File: src/rtl/mux_nto1_arb_pkg.sv
// Shared types and limits for the N-to-1 registered arbitrating multiplexer.
package mux_pkg;

  // Arbitration mode selector values for the MODE parameter.
  typedef enum logic {
    MUX_MODE_SEL = 1'b0,
    MUX_MODE_RR  = 1'b1
  } mux_mode_e;

  // Largest supported channel count.
  localparam int unsigned MUX_MAX_N = 16;

endpackage

File: src/rtl/mux_nto1_arb_rr_arbiter.sv
// Combinational round-robin arbiter: first requester at or after PTR, wrapping at N-1.
module rr_arbiter
  import mux_pkg::*;
#(
  parameter  int unsigned N     = 4,
  localparam int unsigned SEL_W = $clog2(N)
) (
  input  logic [N-1:0]     REQ,
  input  logic [SEL_W-1:0] PTR,
  output logic [SEL_W-1:0] GNT,
  output logic             GNT_VLD
);

  // One extra bit so PTR + k (at most 2N-2) never overflows before the wrap.
  logic [SEL_W:0] idx;

  // Scan channels in priority order PTR, PTR+1, ..., wrapping; keep the first hit.
  always_comb begin
    GNT     = '0;
    GNT_VLD = 1'b0;
    idx     = '0;
    for (int k = 0; k < int'(N); k++) begin
      idx = {1'b0, PTR} + (SEL_W + 1)'(k);
      if (idx >= (SEL_W + 1)'(N)) begin
        idx = idx - (SEL_W + 1)'(N);
      end
      if (!GNT_VLD && REQ[idx[SEL_W-1:0]]) begin
        GNT     = idx[SEL_W-1:0];
        GNT_VLD = 1'b1;
      end
    end
  end

endmodule

File: src/rtl/mux_nto1_arb.sv
// N-input registered multiplexer with per-channel valid/ready, explicit-select or
// round-robin grant, and a one-entry output register with its own handshake.
module mux_nto1_arb
  import mux_pkg::*;
#(
  parameter  int unsigned WIDTH = 32,
  parameter  int unsigned N     = 4,
  parameter  int unsigned MODE  = 0,
  localparam int unsigned SEL_W = $clog2(N)
) (
  input  logic                 CLK,
  input  logic                 RST_N,
  input  logic [N*WIDTH-1:0]   IN_DATA,
  input  logic [N-1:0]         IN_VALID,
  output logic [N-1:0]         IN_READY,
  input  logic [SEL_W-1:0]     SEL,
  output logic [WIDTH-1:0]     OUT_DATA,
  output logic [SEL_W-1:0]     OUT_CH,
  output logic                 OUT_VALID,
  input  logic                 OUT_READY
);

  localparam bit IS_RR = (MODE == 32'(MUX_MODE_RR));

  logic [WIDTH-1:0] out_data_q,  out_data_d;
  logic [SEL_W-1:0] out_ch_q,    out_ch_d;
  logic             out_valid_q, out_valid_d;
  logic [SEL_W-1:0] ptr_q,       ptr_d;

  logic [SEL_W-1:0] rr_gnt;
  logic             rr_vld;
  logic             sel_vld_c;
  logic [SEL_W-1:0] gnt_c;
  logic             gnt_vld_c;
  logic             load_c;
  logic             xfer_c;

  // Round-robin candidate; only consulted when the block runs in round-robin mode.
  rr_arbiter #(.N(N)) u_rr_arbiter (
    .REQ     (IN_VALID),
    .PTR     (ptr_q),
    .GNT     (rr_gnt),
    .GNT_VLD (rr_vld)
  );

  // Grant selection, load enable and per-channel ready.
  always_comb begin
    sel_vld_c = 1'b0;
    gnt_c     = '0;
    gnt_vld_c = 1'b0;
    // Out-of-range selects never grant.
    if (32'(SEL) < N) begin
      sel_vld_c = IN_VALID[SEL];
    end
    if (IS_RR) begin
      gnt_c     = rr_gnt;
      gnt_vld_c = rr_vld;
    end else if (sel_vld_c) begin
      gnt_c     = SEL;
      gnt_vld_c = 1'b1;
    end
    load_c   = !out_valid_q || OUT_READY;
    xfer_c   = load_c && gnt_vld_c;
    IN_READY = (RST_N && xfer_c) ? (N'(1) << gnt_c) : '0;
  end

  // Next state of the output register and the round-robin pointer.
  always_comb begin
    out_data_d  = out_data_q;
    out_ch_d    = out_ch_q;
    out_valid_d = out_valid_q;
    ptr_d       = ptr_q;
    if (xfer_c) begin
      out_data_d  = IN_DATA[32'(gnt_c)*WIDTH +: WIDTH];
      out_ch_d    = gnt_c;
      out_valid_d = 1'b1;
    end else if (OUT_READY) begin
      out_valid_d = 1'b0;
    end
    // Pointer advances past the winner only on an actual transfer, so stalls keep order.
    if (IS_RR && xfer_c) begin
      ptr_d = (32'(gnt_c) == N - 1) ? '0 : gnt_c + SEL_W'(1);
    end
  end

  // State registers with asynchronous active-low reset.
  always_ff @(posedge CLK or negedge RST_N) begin
    if (!RST_N) begin
      out_data_q  <= '0;
      out_ch_q    <= '0;
      out_valid_q <= 1'b0;
      ptr_q       <= '0;
    end else begin
      out_data_q  <= out_data_d;
      out_ch_q    <= out_ch_d;
      out_valid_q <= out_valid_d;
      ptr_q       <= ptr_d;
    end
  end

  assign OUT_DATA  = out_data_q;
  assign OUT_CH    = out_ch_q;
  assign OUT_VALID = out_valid_q;

endmodule

File: config.mk
export PLATFORM = sky130hd
export DESIGN_NAME = mux_nto1_arb
export DESIGN_NICKNAME = d
export VERILOG_FILES = /design/src/rtl/mux_nto1_arb_pkg.sv /design/src/rtl/mux_nto1_arb_rr_arbiter.sv /design/src/rtl/mux_nto1_arb.sv
export SDC_FILE = /design/constraint.sdc
export NUM_CORES = 1
export LEC_CHECK = 0
export ABC_AREA = 1
export CORE_MARGIN = 5
export CORE_UTILIZATION = 36
export DETAILED_ROUTE_END_ITERATION = 10
export PLACE_DENSITY_LB_ADDON = 0.08
export SLEW_MARGIN = 20
export SYNTH_ARGS = -nofsm -noshare
export SYNTH_HDL_FRONTEND = slang
export SYNTH_HIERARCHICAL = 1
export SYNTH_SLANG_ARGS = --single-unit
File: constraint.sdc
create_clock -name CLK -period 1.64 [get_ports CLK]
set_clock_uncertainty 0.15 [all_clocks]
set_input_delay 0.164 -clock CLK [delete_from_list [all_inputs] [get_ports CLK]]
set_output_delay 0.164 -clock CLK [all_outputs]
set_load 0.03 [all_outputs]
==> results <==
==> stage by stage <==
step | cell area, sq um | total power (W) | instances | worst slack (ns)
3_3_place_gp | 4497 | 0.003142 | 653 | -0.2556
5_1_grt | 4667 | 0.003907 | 665 | -0.07829
4_1_cts | 4622 | 0.003715 | 665 | -0.01504
3_5_place_dp | 4497 | 0.003168 | 653 | -0.2841
2_1_floorplan | 2564 | 0.002175 | 391 | 0.01562
6_report | 4667 | 0.003662 | 665 | 0.01124
==> cells in the mapped netlist (all sizes together) <==
cell | instances | share of area
clkbuf | 18 | 0.027
inv | 11 | 0.016
nor3 | 4 | 0.0080
nand3 | 130 | 0.26
nand4 | 32 | 0.080
nor2 | 96 | 0.14
nand2 | 44 | 0.067
dfrtp | 35 | 0.35
buf | 19 | 0.043
o21ai | 2 | 0.0040
==> kinds of logic after synthesis <==
logic type | Yosys count | synth area share
DFF | 35 | 0.3493
and+or+nand+nor | 306 | 0.5599
buffers and inverters | 48 | 0.08682
AOI/OAI and AO/OA | 2 | 0.003992
==> layer usage <==
layer  share of wire  track usage  vias to the layer above
met2            0.50       0.4002                      139
met4           0.012      0.06471                        0
met5               0            0                        -
li1                -            -                     1684
met3           0.086      0.05310                        8
met1            0.40       0.2736                     1556
==> registers in the layout, summed over array words and instances, names as in the netlist <==
| signal | flops |
|---|---|
| OUT_CH | 2 |
| OUT_VALID | 1 |
| OUT_DATA | 32 |
==> report_power, final <==
group / internal, W / switching (W)
logic: 0.000829 / 0.00106
clock network: 0.000298 / 0.000302
registers: 0.00107 / 0.000101
total: 0.00220 / 0.00146
==> worst register-to-register path: cells and delay by family (launching register included) <==
family | cells | cell delay, ns
buffers and inverters | 3 | 0.44
DFF | 1 | 0.41
and+or+nand+nor | 5 | 0.43
==> final timing paths <==
| check | to | slack (ns) |
|---|---|---|
| max reg2reg | OUT_DATA[1]$_DFFE_PN0P_ | 0.12 |
| max | IN_READY[2] | 0.01 |
| min reg2reg | OUT_CH[0]$_DFFE_PN0P_ | 0.35 |
| min in group asynchronous | OUT_CH[1]$_DFFE_PN0P_ | 0.41 |
| max in group asynchronous | OUT_VALID$_DFFE_PN0P_ | 0.59 |
| min | OUT_DATA[21]$_DFFE_PN0P_ | 0.34 |
==> final cells by class <==
type                    instances  area (sq um)
clock inverters                 1         5.005
clock buffers                   7         76.32
well taps                      96         120.1
multi-input cells             308          1488
repair buffers                207          2057
fillers                       622          2127
flip-flops and latches         35         877.1
inverters                      11         43.79
==> timing repair <==
| action | 4_1_cts | 5_1_grt |
|---|---|---|
| endpoints found under the hold margin | 35 | 0 |
| hold buffers | 1 | 0 |
| buffers inserted | 3 | 0 |
| pin swaps | 8 | 1 |
| endpoints found under the setup margin | 24 | 30 |
| resized for setup | 36 | 17 |
==> results.py <==
metrics = {
    "critical_path": {
        "cp_max_fo": 4,
        "crit_path_end_kind": "output port",
        "critPathMaxStageDelay_ns": 0.41,
        "critPathArrivalTime_ns": 1.31,
        "reg2reg_depth": 8,
        "critPathSlowestCell": "dfrtp_2",
        "criticalPathCategory": "reg2out",
        "crit_chain": "nand2_2 > nand2_2 > inv_4 > nand2_8 > nor3_4 > buf_6",
        "crit_family": "flip-flops",
        "start_kind": "flip-flop",
        "reg2reg_from": "OUT_VALID$_DFFE_PN0P_",
        "cp.depth": 6,
        "crit_path_start": "OUT_VALID$_DFFE_PN0P_",
        "critPathMostFrequentCell": "nand2_2",
        "worst-path-buf-inv": 2,
        "cp.required_ns": 1.33,
    },
    "pwr": {
        "leakage_nw": 2.139,
        "ir_worst_vdd_mv": 0.4973,
        "powerDensity_nw_per_um2": 784.7,
    },
    "detailed_routing": {
        "drtAntennaViolNets": 0,
        "post_drt_wl_per_cell_um": 15.19,
        "vias_per_cell": 5.093,
        "dr.pass1.iters": 4,
        "drc": 0,
        "vias": 3387,
        "drtIter0Drc": 168,
        "wirelength_um": 10100,
    },
    "timing": {
        "setup_viol": 0,
        "maxSlewViolCount": 0,
        "tightestPinTransition_ns": 0.4628,
        "final.setup.tns_ns": 0,
        "finalHoldViolations": 0,
        "min_period_ns": 1.629,
        "post-route-period-util": 0.9931,
        "max_freq_mhz": 614.0,
        "rsz0062_at_grt": "yes",
        "whs_ns": 0.3394,
        "relSlewSlack": 0.6915,
    },
    "yosys": {
        "synth_warnings": 6,
        "ys_types": 15,
        "netlist_area_sq_um": 2507,
        "yosysSeqAreaShare": 0.3493,
        "synthCells": 391,
        "synth.net_count": 528,
        "avgSynthCellArea_sq_um": 6.413,
        "ys_ff_latch": 35,
    },
    "final_layout": {
        "diodes": 0,
        "layout-drive-gt1-share": 0.1019,
        "utilization": 0.6869,
        "final_common_cell": "clkdlybuf4s50_1",
        "layout-area-overhead-vs-synth_pct": 86.13,
        "layout.nets": 705,
        "layout_common_cells": "clkdlybuf4s50_1, nand3_1, nor2_1, nand2_1, dfrtp_1",
    },
    "cts": {
        "cts_made_buffers": 5,
        "clk_pin_slew_ns": 0.07,
        "root_buffer": "clkbuf_8",
        "cts_tree": "done",
        "cts_buffer_depth": 2,
        "clock_latency_ns": 0.28,
        "cts_num_sinks": 35,
        "htree_num_levels": 2,
    },
    "floorplan": {
        "fp.dieH_um": 93.46,
        "fp.coreArea_sq_um": 6794,
        "row_count": 30,
        "die_w_um": 93.46,
        "dieArea_sq_um": 8734,
        "io_pins": 176,
        "initial_core_util": 0.3691,
    },
    "global_routing": {
        "grt_use_total": 0.2269,
        "grt_max_degree": 36,
        "grt-ovfl-total": 0,
        "grt_pass1_vias": 3377,
        "grt_pass1_wl_um": 16040,
        "antenna_found_initial": 0,
    },
    "placed_design": {
        "place_congestion": 0.8000,
        "place.detailed.hpwl_um": 7577,
        "port_buffers": 175,
    },
    "run_status": {
        "status": "complete, no violations",
    },
    "hold_path": {
        "hold_depth": 6,
        "hp-class": "in2reg",
        "hp-start": "SEL[0]",
    },
    "flow_run": {
        "cap_violations": 0,
    },
}
(Power assumes the default switching activity.)
